--- src/rtl/freq_byte_serializer.sv ---
// Byte-to-frame serializer feeding the frequency encoder: start bit, 8 data bits LSB first,
// optional even parity, stop bits; one-entry holding buffer allows gap-free back-to-back frames.
module freq_byte_serializer #(
    parameter int SYMBOL_CYCLES = 4,
    parameter int PARITY_EN     = 1,
    parameter int STOP_BITS     = 1
) (
    input  logic       clk,
    input  logic       reset,
    input  logic       enable,
    input  logic [7:0] in_data,
    input  logic       in_valid,
    output logic       in_ready,
    output logic       data_bit,
    output logic       symbol_strobe,
    output logic       busy,
    output logic       frame_done
);

    localparam int CW = $clog2(SYMBOL_CYCLES + 1);
    localparam logic [CW-1:0] SYM_LAST  = CW'(SYMBOL_CYCLES - 1);
    localparam logic [CW-1:0] SYM_ONE   = CW'(1);
    localparam logic          STOP_LAST = (STOP_BITS > 1);

    typedef enum logic [2:0] {IDLE, START, DATA, PARITY, STOP} state_t;

    state_t          state, state_n;
    logic [CW-1:0]   sym_cnt, sym_cnt_n;
    logic [2:0]      bit_idx, bit_idx_n;
    logic            stop_cnt, stop_cnt_n;
    logic [7:0]      shifter, shifter_n;
    logic [7:0]      buf_data, buf_data_n;
    logic            buf_valid, buf_valid_n;
    logic            data_bit_n, strobe_n, done_n;
    logic            sym_end, load;

    assign busy = (state != IDLE);

    always_ff @(posedge clk or posedge reset) begin
        if (reset) begin
            state         <= IDLE;
            sym_cnt       <= '0;
            bit_idx       <= '0;
            stop_cnt      <= 1'b0;
            shifter       <= '0;
            buf_data      <= '0;
            buf_valid     <= 1'b0;
            in_ready      <= 1'b1;
            data_bit      <= 1'b1;
            symbol_strobe <= 1'b0;
            frame_done    <= 1'b0;
        end else begin
            state         <= state_n;
            sym_cnt       <= sym_cnt_n;
            bit_idx       <= bit_idx_n;
            stop_cnt      <= stop_cnt_n;
            shifter       <= shifter_n;
            buf_data      <= buf_data_n;
            buf_valid     <= buf_valid_n;
            in_ready      <= !buf_valid_n;
            data_bit      <= data_bit_n;
            symbol_strobe <= strobe_n;
            frame_done    <= done_n;
        end
    end

    always_comb begin
        state_n     = state;
        sym_cnt_n   = sym_cnt;
        bit_idx_n   = bit_idx;
        stop_cnt_n  = stop_cnt;
        shifter_n   = shifter;
        buf_data_n  = buf_data;
        buf_valid_n = buf_valid;
        data_bit_n  = data_bit;
        strobe_n    = 1'b0;
        done_n      = 1'b0;
        load        = 1'b0;

        if (in_valid && in_ready) begin
            buf_valid_n = 1'b1;
            buf_data_n  = in_data;
        end

        sym_end = enable && (sym_cnt == SYM_LAST);
        if (state != IDLE && enable)
            sym_cnt_n = sym_end ? '0 : sym_cnt + SYM_ONE;

        case (state)
            IDLE: begin
                data_bit_n = 1'b1;
                load       = buf_valid;
            end
            START: if (sym_end) begin
                state_n    = DATA;
                bit_idx_n  = '0;
                data_bit_n = shifter[0];
                strobe_n   = 1'b1;
            end
            DATA: if (sym_end) begin
                strobe_n = 1'b1;
                if (bit_idx == 3'd7) begin
                    bit_idx_n = '0;
                    if (PARITY_EN != 0) begin
                        state_n    = PARITY;
                        data_bit_n = ^shifter;
                    end else begin
                        state_n    = STOP;
                        stop_cnt_n = 1'b0;
                        data_bit_n = 1'b1;
                    end
                end else begin
                    bit_idx_n  = bit_idx + 3'd1;
                    data_bit_n = shifter[bit_idx + 3'd1];
                end
            end
            PARITY: if (sym_end) begin
                state_n    = STOP;
                stop_cnt_n = 1'b0;
                data_bit_n = 1'b1;
                strobe_n   = 1'b1;
            end
            STOP: if (sym_end) begin
                if (stop_cnt == STOP_LAST) begin
                    done_n     = 1'b1;
                    stop_cnt_n = 1'b0;
                    // A buffered byte chains straight into the next start bit.
                    if (buf_valid) begin
                        load = 1'b1;
                    end else begin
                        state_n    = IDLE;
                        data_bit_n = 1'b1;
                    end
                end else begin
                    stop_cnt_n = 1'b1;
                    data_bit_n = 1'b1;
                    strobe_n   = 1'b1;
                end
            end
            default: state_n = IDLE;
        endcase

        if (load) begin
            shifter_n   = buf_data;
            buf_valid_n = 1'b0;
            state_n     = START;
            data_bit_n  = 1'b0;
            strobe_n    = 1'b1;
            sym_cnt_n   = '0;
            bit_idx_n   = '0;
            stop_cnt_n  = 1'b0;
        end
    end

endmodule

--- config.mk ---
export PLATFORM = sky130hd
export DESIGN_NAME = freq_byte_serializer
export DESIGN_NICKNAME = d
export VERILOG_FILES = /design/src/rtl/freq_byte_serializer.sv
export SDC_FILE = /design/constraint.sdc
export NUM_CORES = 1
export LEC_CHECK = 0
export ABC_AREA = 1
export CORE_MARGIN = 2
export CORE_UTILIZATION = 37
export CTS_CLUSTER_DIAMETER = 60
export DETAILED_ROUTE_END_ITERATION = 12
export SLEW_MARGIN = 25
export SYNTH_ARGS = -nofsm -noshare
export SYNTH_HDL_FRONTEND = slang
export SYNTH_SLANG_ARGS = --single-unit
--- constraint.sdc ---
create_clock -name clk -period 1.86 [get_ports clk]
set_input_delay 0.372 -clock clk [delete_from_list [all_inputs] [get_ports clk]]
set_output_delay 0.372 -clock clk [all_outputs]
set_load 0.03 [all_outputs]
* After elaboration in Yosys (flattened, before gate mapping)
Index checks and enable logic that the tools add are counted.
Word-level totals: flip-flop bits (word level) 31, input port bits 12, word-level logic and storage cells 91, output and inout bits 5
Operators by class: $add $sub $neg 2, reductions and logical operators 16, magnitude comparators 1, mux-type cells 46, equality and inequality tests 15
Operator list (count):
- 3-bit 2-to-1 mux | 15
- 1-bit 2-to-1 mux | 24
- 3-bit inequality test (second input constant) | 7
- 3-bit one-hot mux with 5 select lines | 1
- 3-bit by 2-bit equality test with 1-bit output (second input constant) | 3
- 3-bit nonzero test | 3
- 8-bit AND reduction | 1
- 8-bit XOR reduction | 1
- 3-bit by 1-bit adder with 3-bit output (second input constant) | 2
- 3-bit equality test (second input constant) | 2
- 1-bit one-hot mux with 2 select lines | 3
- 3-bit one-hot mux with 2 select lines | 1
- 3-bit AND reduction | 2
- 6-bit AND reduction | 1
- 6-bit nonzero test | 1
- 1-bit one-hot mux with 5 select lines | 1
- 3-bit by 4-bit less-than comparator with 1-bit output (second input constant) | 1
- 4-bit inequality test (second input constant) | 1
- 1-bit binary-select mux with 3-bit select | 1
- 3-bit by 1-bit equality test with 1-bit output (second input constant) | 1
- 1-bit logical AND | 3
- 3-bit logical NOT | 1
- 3-bit OR reduction | 1
- 2-bit inequality test (second input constant) | 1
- other kinds (2) | 2

* Logic depth before layout (Yosys ltp)
Gate-level depths: netlist of the first run.
depth after elaboration 7, gate-level depth with buffers 12, depth with buffers taken out 12

* Least setup slack after synthesis of the first run
No wires, ideal clock.
kind register to register, start point register bit_idx[0], end point register data_bit, data arrival time 1.308 ns, path buffers 0, data required time 1.785 ns, setup time 0.075 ns, clock period less this slack 1.383 ns, stages on the path, launching flop included 11, slack 0.477 ns, cells stage by stage dfrtp_1 > ha_1 > ha_1 > inv_1 > nand3_1 > nand3_1 > nand2_1 > nand2_1 > nand2_1 > nand2_1 > nand2_1
On the way: cells in the longest elaborated chain, start to end 7, elaborated cells between the ends (all ways) 8, those cells by class add/sub: 1; eq/ne: 1; mux: 6
RTL lines:
- start: declaration | RTL line 29 | logic [2:0] bit_idx, bit_idx_n;
- start signal: assignment | RTL line 55 | bit_idx <= bit_idx_n;
- 3-bit by 1-bit adder with 3-bit output | RTL line 114 | data_bit_n = shifter[bit_idx + 3'd1];
- 1-bit binary-select mux with 3-bit select | RTL line 114
- 1-bit 2-to-1 mux (implied by the code) | RTL line 114
- 1-bit 2-to-1 mux (*) | RTL line 102 | if (bit_idx == 3'd7) begin
- 1-bit 2-to-1 mux (*) | RTL line 100 | DATA: if (sym_end) begin
- 1-bit one-hot mux with 5 select lines (*) | RTL line 89 | case (state)
- 1-bit 2-to-1 mux (*) | RTL line 143 | if (load) begin
- end signal: assignment | RTL line 61 | data_bit <= data_bit_n;
- end: declaration | RTL line 14 | output logic data_bit,
Every way passes the cells marked *; elsewhere a longest branch is shown, timed or not. The select of a mux whose other input is x is not followed. A chain may end at the register's enable or synchronous reset.

* Worst setup path in the final report of the first run
start point register state[1], end point output busy
On the way: cells in the longest elaborated chain, start to end 1
RTL lines:
- start: declaration | RTL line 27 | state_t state, state_n;
- start signal: assignment | RTL line 53 | state <= state_n;
- 3-bit nonzero test | RTL line 37 | assign busy = (state != IDLE);
- end: declaration | RTL line 16 | output logic busy,
No other way between the ends.

==> reports/metrics.yaml, run 1 <==
clock_tree:
  cts.path.max_buffers: 2
  clk_pin_slew_ps: 70
  cts_tree: "yes"
  clock_latency_ps: 270
  cts_made_buffers: 5
  clock_sinks: 30
  cts_root_buffer: "clkbuf_8"
  h-tree-depth: 2
drt:
  routed_via_density: 4.429
  drtIter0Drc: 44
  routedLengthMet1_um: 1424
  top_layer: "met4"
  drc_errors: 0
  wirelength_um: 2733
  drtAntennaViolNets: 0
  dr.pass1.iters: 4
  dr_total_vias: 1249
  dr_wl_met2_um: 1203
  avgRoutedWirePerCell_um: 9.691
  met3WireLength_um: 68
cells_and_area:
  layout.nets: 246
  diodes: 0
  utilization: 0.4689
  final_cells: 282
  syn2layout_area_growth_pct: 21.48
  stdcell_area_um2: 1889
  drive_gt1_frac: 0.09914
logic_synthesis:
  seq_area_frac_synth: 0.4843
  ys_ff_latch: 30
  yosysTopAreaCellShare: 0.4505
  syn_inst: 207
  avgSynthCellArea_um2: 7.513
  synth_top_cells_by_area: "dfrtp_1, nand2_1, inv_1"
  synthesis.area_um2: 1555
  syn_nets: 222
  ys_types: 23
  synth_edf_count: 0
  async_reset_ff_frac: 1.000
  yosysMostFrequentCell: "nand2_1"
  synth_commonest_cells: "nand2_1, inv_1, dfrtp_1, nand3_1, o21ai_0"
  synth_top_flop_cell: "dfrtp_1"
  yosys.area.top_type: "dfrtp_1"
  synth-warning-count: 0
worst_setup_path:
  cp_max_fo: 5
  critPathCaptureType: "output pin"
  critPathBufInv: 1
  worstPathCellList: "nor2_2 > nand2_1 > dlygate4sd2_1"
  critPathLaunchType: "register"
  cp.arrival_ps: 1390
  crit_required_ps: 1490
  slowest_delay_ps: 430
  crit_family: "flip-flops"
  worstSetupPathType: "reg2out"
  critPathSlowestCell: "dfrtp_1"
pwr:
  p_per_area_nw_per_um2: 1766
  irDropWorstVdd_v: 0.0007174
  fin_total_pwr_mw: 3.336
  p_leak_nw: 0.9864
floorplanning:
  die_area_um2: 4738
  start_util: 0.3860
  core_um2: 4029
  io_pins: 17
  fp-row-count: 23
  die_w_um: 68.84
  die_y_um: 68.84
sta:
  setup_viol: 0
  fin_worst_skew_ps: 7.476
  worst_slew_pin_slew_ps: 415.9
  fin_hold_ws_ps: 462.5
  slew_headroom: 0.7224
  hold_violations: 0
  layout_setup_ws_ps: 98.98
  timing.final.crit_period_ps: 1761
  fin_crit_sh: 0.9468
  finalMaxSlewViolations: 0
  setup_tns_ps: 0
  fmax_ghz: 0.5679
  rsz0062_at_grt: "no"
placed_design:
  dp_hpwl_um: 2069
  portBuffers: 16
  placed_cells: 274
  place_area_um2: 1794
  gp_congestion: 0.8424
  place_ws_ps: 158.2
global_route:
  antenna_found_initial: 0
  overflow: 0
  grt_max_degree: 31
  grt_pass1_vias: 1155
  grt_pass1_wl_um: 4926
  globalRouteTotalUtil: 0.1405
hold_path:
  min_path_type: "in2async"
outcome:
  outcome: "complete, no violations"
job:
  maxCapViolations: 0
-- cell usage in the layout (no fill, tap or decap) --
cell / instances
nand2_1: 81
o22ai_1: 2
ha_1: 3
buf_4: 4
nand2_2: 2
dfrtp_1: 28
nand3_4: 1
a211oi_1: 1
nor2_2: 2
nor2_1: 6
nand3_1: 12
inv_1: 31
inv_2: 3
o211ai_1: 2
clkdlybuf4s50_1: 13
dlygate4sd2_1: 1
a21oi_1: 4
clkbuf_8: 6
dlymetal6s2s_1: 2
a31oi_1: 1
o21ai_1: 9
clkbuf_1: 1
dfstp_2: 2
clkinv_2: 1
or2_1: 1
o21ai_0: 11
o21ai_4: 1
nand3_2: 1
-- where the power goes --
group          internal (mW)  switching (mW)
Clock                  0.298           0.225
Combinational          0.623            1.04
Sequential             0.957           0.193
Total                   1.88            1.46
-- cell type report --
class	instances	area [um^2]
Sequential cell	30	753.2
Fill cell	425	2140
Clock inverter	1	5.005
Multi-Input combinational cell	140	660.6
Tap cell	50	62.56
Inverter	34	127.6
Clock buffer	7	86.33
Timing Repair Buffer	20	193.9
-- path summary, 6_finish.rpt --
kind	end	from	slack, ps	cells after the start
max in group asynchronous	in_ready	reset	1080	3
min in group clk	data_bit	data_bit	470	2
hold / removal	symbol_strobe	reset	460	3
hold reg to reg	data_bit	data_bit	470	2
setup reg to reg	data_bit	bit_idx[0]	350	10
setup / recovery	busy	state[1]	100	3
-- layer usage --
| metal | vias up | GRT usage |
|---|---|---|
| met5 | - | 0 |
| met3 | 4 | 0.04383 |
| met4 | 0 | 0.03676 |
| met2 | 14 | 0.2151 |
| li1 | 690 | - |
| met1 | 541 | 0.1928 |
-- worst reg2reg max path: stages (launching register included) --
cell and delay [ps]:
dfrtp_1 450, ha_1 230, ha_1 310, inv_1 70, nand3_1 70, nand3_1 70
nand2_1 50, nand2_1 50, nand2_1 40, nand2_1 50, nand2_1 50
-- cells by family after synthesis --
family | Yosys count | share of synthesized area
AND/OR/NAND/NOR | 106 | 0.2864
AO/OA/AOI/OAI | 31 | 0.1142
buffers and inverters | 37 | 0.09091
adder cells (fa/ha/maj) | 3 | 0.02414
flip-flops | 30 | 0.4843
-- registers in the layout, summed over array words and instances, names as in the netlist --
register,cells
state,3
bit_idx,3
buf_valid,1
buf_data,8
sym_cnt,3
in_ready,1
shifter,8
frame_done,1
symbol_strobe,1
data_bit,1
-- timing repair --
item                                    4_1_cts  5_1_grt
endpoints found under the setup margin        1        2
gates resized for setup                       1        2
gates cloned                                  0        0
hold buffers                                  0        0
pin swaps                                     0        0
buffers inserted                              0        0
No activity file was read; power rests on OpenSTA's default activity.
==> run 2, diff against run 1 <==
- CTS_BUF_LIST: unset -> sky130_fd_sc_hd__clkbuf_4
- SLEW_MARGIN: 25 -> 20
==> run 2 against run 1 <==
Net effect: sequential share of layout area increased by 1.1 points; critical path type unchanged; combinational power hardly changed; cell area shrank 2.6%; worst setup slack better by 53 ps; critical endpoint is now symbol_strobe; maximum frequency rose by 3.1%; non-clock buffer count unchanged; die area unchanged; sequential power about the same.
==> reports/metrics.yaml, run 2 (synthesis gave the netlist of run 1 again) <==
outcome:
  outcome: "complete, no violations"  # unchanged
worst_setup_path:
  worstPathCellList: "clkdlybuf4s50_1"  # was nor2_2 > nand2_1 > dlygate4sd2_1
  r2r-end: "data_bit"  # unchanged
  critPathSlowestCell: "clkdlybuf4s50_1"  # was dfrtp_1
  slowest_delay_ps: 660  # was 430 ps
  critPathLaunch: "symbol_strobe"  # was state[1]
  regToRegSetupSlack_ps: 360  # was 350 ps
  cp_max_fo: 1  # was 5
  critPathLaunchType: "register"  # unchanged
  r2r_start: "bit_idx[0]"  # unchanged
  critPathBufInv: 1  # unchanged
  crit_family: "buffers and inverters"  # was flip-flops
  cp.arrival_ps: 1340  # was 1390 ps
  crit_required_ps: 1490  # about the same
  ff2ff_path_depth: 10  # unchanged
  critPathCaptureType: "output pin"  # unchanged
  worstSetupPathType: "reg2out"  # unchanged
drt:
  routed_via_density: 4.440  # was 4.429
  dr.pass1.iters: 4  # unchanged
  wirelength_um: 2747  # was 2733 um
  drc_errors: 0  # unchanged
  dr_total_vias: 1252  # was 1249
  drtAntennaViolNets: 0  # unchanged
  avgRoutedWirePerCell_um: 9.741  # was 9.691 um
  drtIter0Drc: 52  # was 44
clock_tree:
  clock_latency_ps: 330  # was 270 ps
  cts_made_buffers: 5  # unchanged
  cts_root_buffer: "clkbuf_4"  # was clkbuf_8
  cts.path.max_buffers: 2  # unchanged
  ctsHoldBuffers: 0  # unchanged
  post_cts_buffers: 0  # unchanged
  clock_sinks: 30  # unchanged
  clk_pin_slew_ps: 100  # was 70 ps
  h-tree-depth: 2  # unchanged
  cts_tree: "yes"  # unchanged
sta:
  finalMaxSlewViolations: 0  # unchanged
  setup_tns_ps: 0  # unchanged
  worst_slew_pin_slew_ps: 415.3  # was 415.9 ps
  fin_crit_sh: 0.9183  # was 0.9468
  hold_violations: 0  # unchanged
  fmax_ghz: 0.5855  # was 0.5679 GHz
  timing.final.crit_period_ps: 1708  # was 1761 ps
  fin_worst_skew_ps: 12.16  # was 7.476 ps
  setup_viol: 0  # unchanged
  rsz0062_at_grt: "no"  # unchanged
  slew_headroom: 0.7229  # was 0.7224
cells_and_area:
  final_cells: 282  # unchanged
  layout_common_cells: "nand2_1, inv_1, dfrtp_1, clkdlybuf4s50_1, nand3_1"  # unchanged
  drive_gt1_frac: 0.1034  # was 0.09914
  regArea_um2: 753.2  # unchanged
  diodes: 0  # unchanged
  syn2layout_area_growth_pct: 18.34  # was 21.48%
  num-fill-cells: 430  # was 425
  final_common_cell: "nand2_1"  # unchanged
  reg_top3: "buf_data (8), shifter (8)"  # unchanged
  multiInputGateArea_um2: 660.6  # unchanged
  layout.nets: 246  # unchanged
global_route:
  grt_pass1_vias: 1159  # was 1155
  grt_max_degree: 31  # unchanged
  overflow: 0  # unchanged
  antenna_found_initial: 0  # unchanged
  grt_pass1_wl_um: 4968  # was 4926 um
  globalRouteTotalUtil: 0.1432  # was 0.1405
hold_path:
  min_path_type: "in2async"  # unchanged
pwr:
  p_leak_nw: 0.9542  # was 0.9864 nW
  fin_total_pwr_mw: 3.168  # was 3.336 mW
  irDropWorstVdd_v: 0.0006967  # was 0.0007174 V
  p_per_area_nw_per_um2: 1721  # was 1766 nW/um^2
floorplanning:
  die_y_um: 68.84  # unchanged
  start_util: 0.3860  # unchanged
  core_um2: 4029  # unchanged
  die_area_um2: 4738  # unchanged
  fp-row-count: 23  # unchanged
  io_pins: 17  # unchanged
  die_w_um: 68.84  # unchanged
job:
  maxCapViolations: 0  # unchanged
placed_design:
  placed_cells: 274  # unchanged
  gp_congestion: 0.8424  # unchanged
  portBuffers: 16  # unchanged
  dp_hpwl_um: 2069  # unchanged
==> run 2: cell count changes in the layout (fill, tap and decap cells not counted) <==
cell            delta
clkbuf_8           -6
clkbuf_1           -1
clkinv_1           +1
dlygate4sd2_1      +1
clkbuf_2           +1
dlymetal6s2s_1     -2
clkbuf_4           +6
==> run 2: cell type report <==
class                      count  area share
sequential                    30      0.4092
multi-input combinational    140      0.3589
timing repair buffer          20     0.09925
inverter                      34     0.06934
tap                           50     0.03399
clock buffer                   6     0.02447
clock inverter                 2    0.004759
==> run 2: worst max path at each step <==
stage / slack [ps] / cells past startpoint / end
3_3_place_gp: 180 / 3 / busy
4_1_cts: 10 / 3 / busy
5_1_grt: 100 / 1 / symbol_strobe
3_5_place_dp: 160 / 3 / busy
6_report: 150 / 1 / symbol_strobe
2_1_floorplan: 480 / 10 / data_bit
==> run 2: layer usage <==
layer	share of wire	track usage
met4	0.022	0.05147
met2	0.43	0.2139
met1	0.52	0.1926
met5	0	0
met3	0.032	0.04870
==> run 2: where the power goes <==
part	switching [mW]	internal, mW	total [mW]
logic	1.04	0.606	1.64
registers	0.195	0.955	1.15
clock network	0.219	0.156	0.375
total	1.45	1.72	3.17
==> run 2: through the flow <==
step           hold slack, ps  utilization  worst slack [ps]  cell area, um^2
2_1_floorplan           447.2            -             476.9             1555
3_3_place_gp            461.1       0.4453             179.0             1794
3_5_place_dp            466.0       0.4453             158.2             1794
4_1_cts                 401.4       0.4578             11.28             1844
5_1_grt                 444.5       0.4568             98.60             1841
6_report                395.7       0.4568             152.0             1841
==> run 2: what timing repair did <==
item                       in CTS  in global routing
gates cloned                    0                  0
resized for setup               3                  2
setup endpoints to repair       3                  1
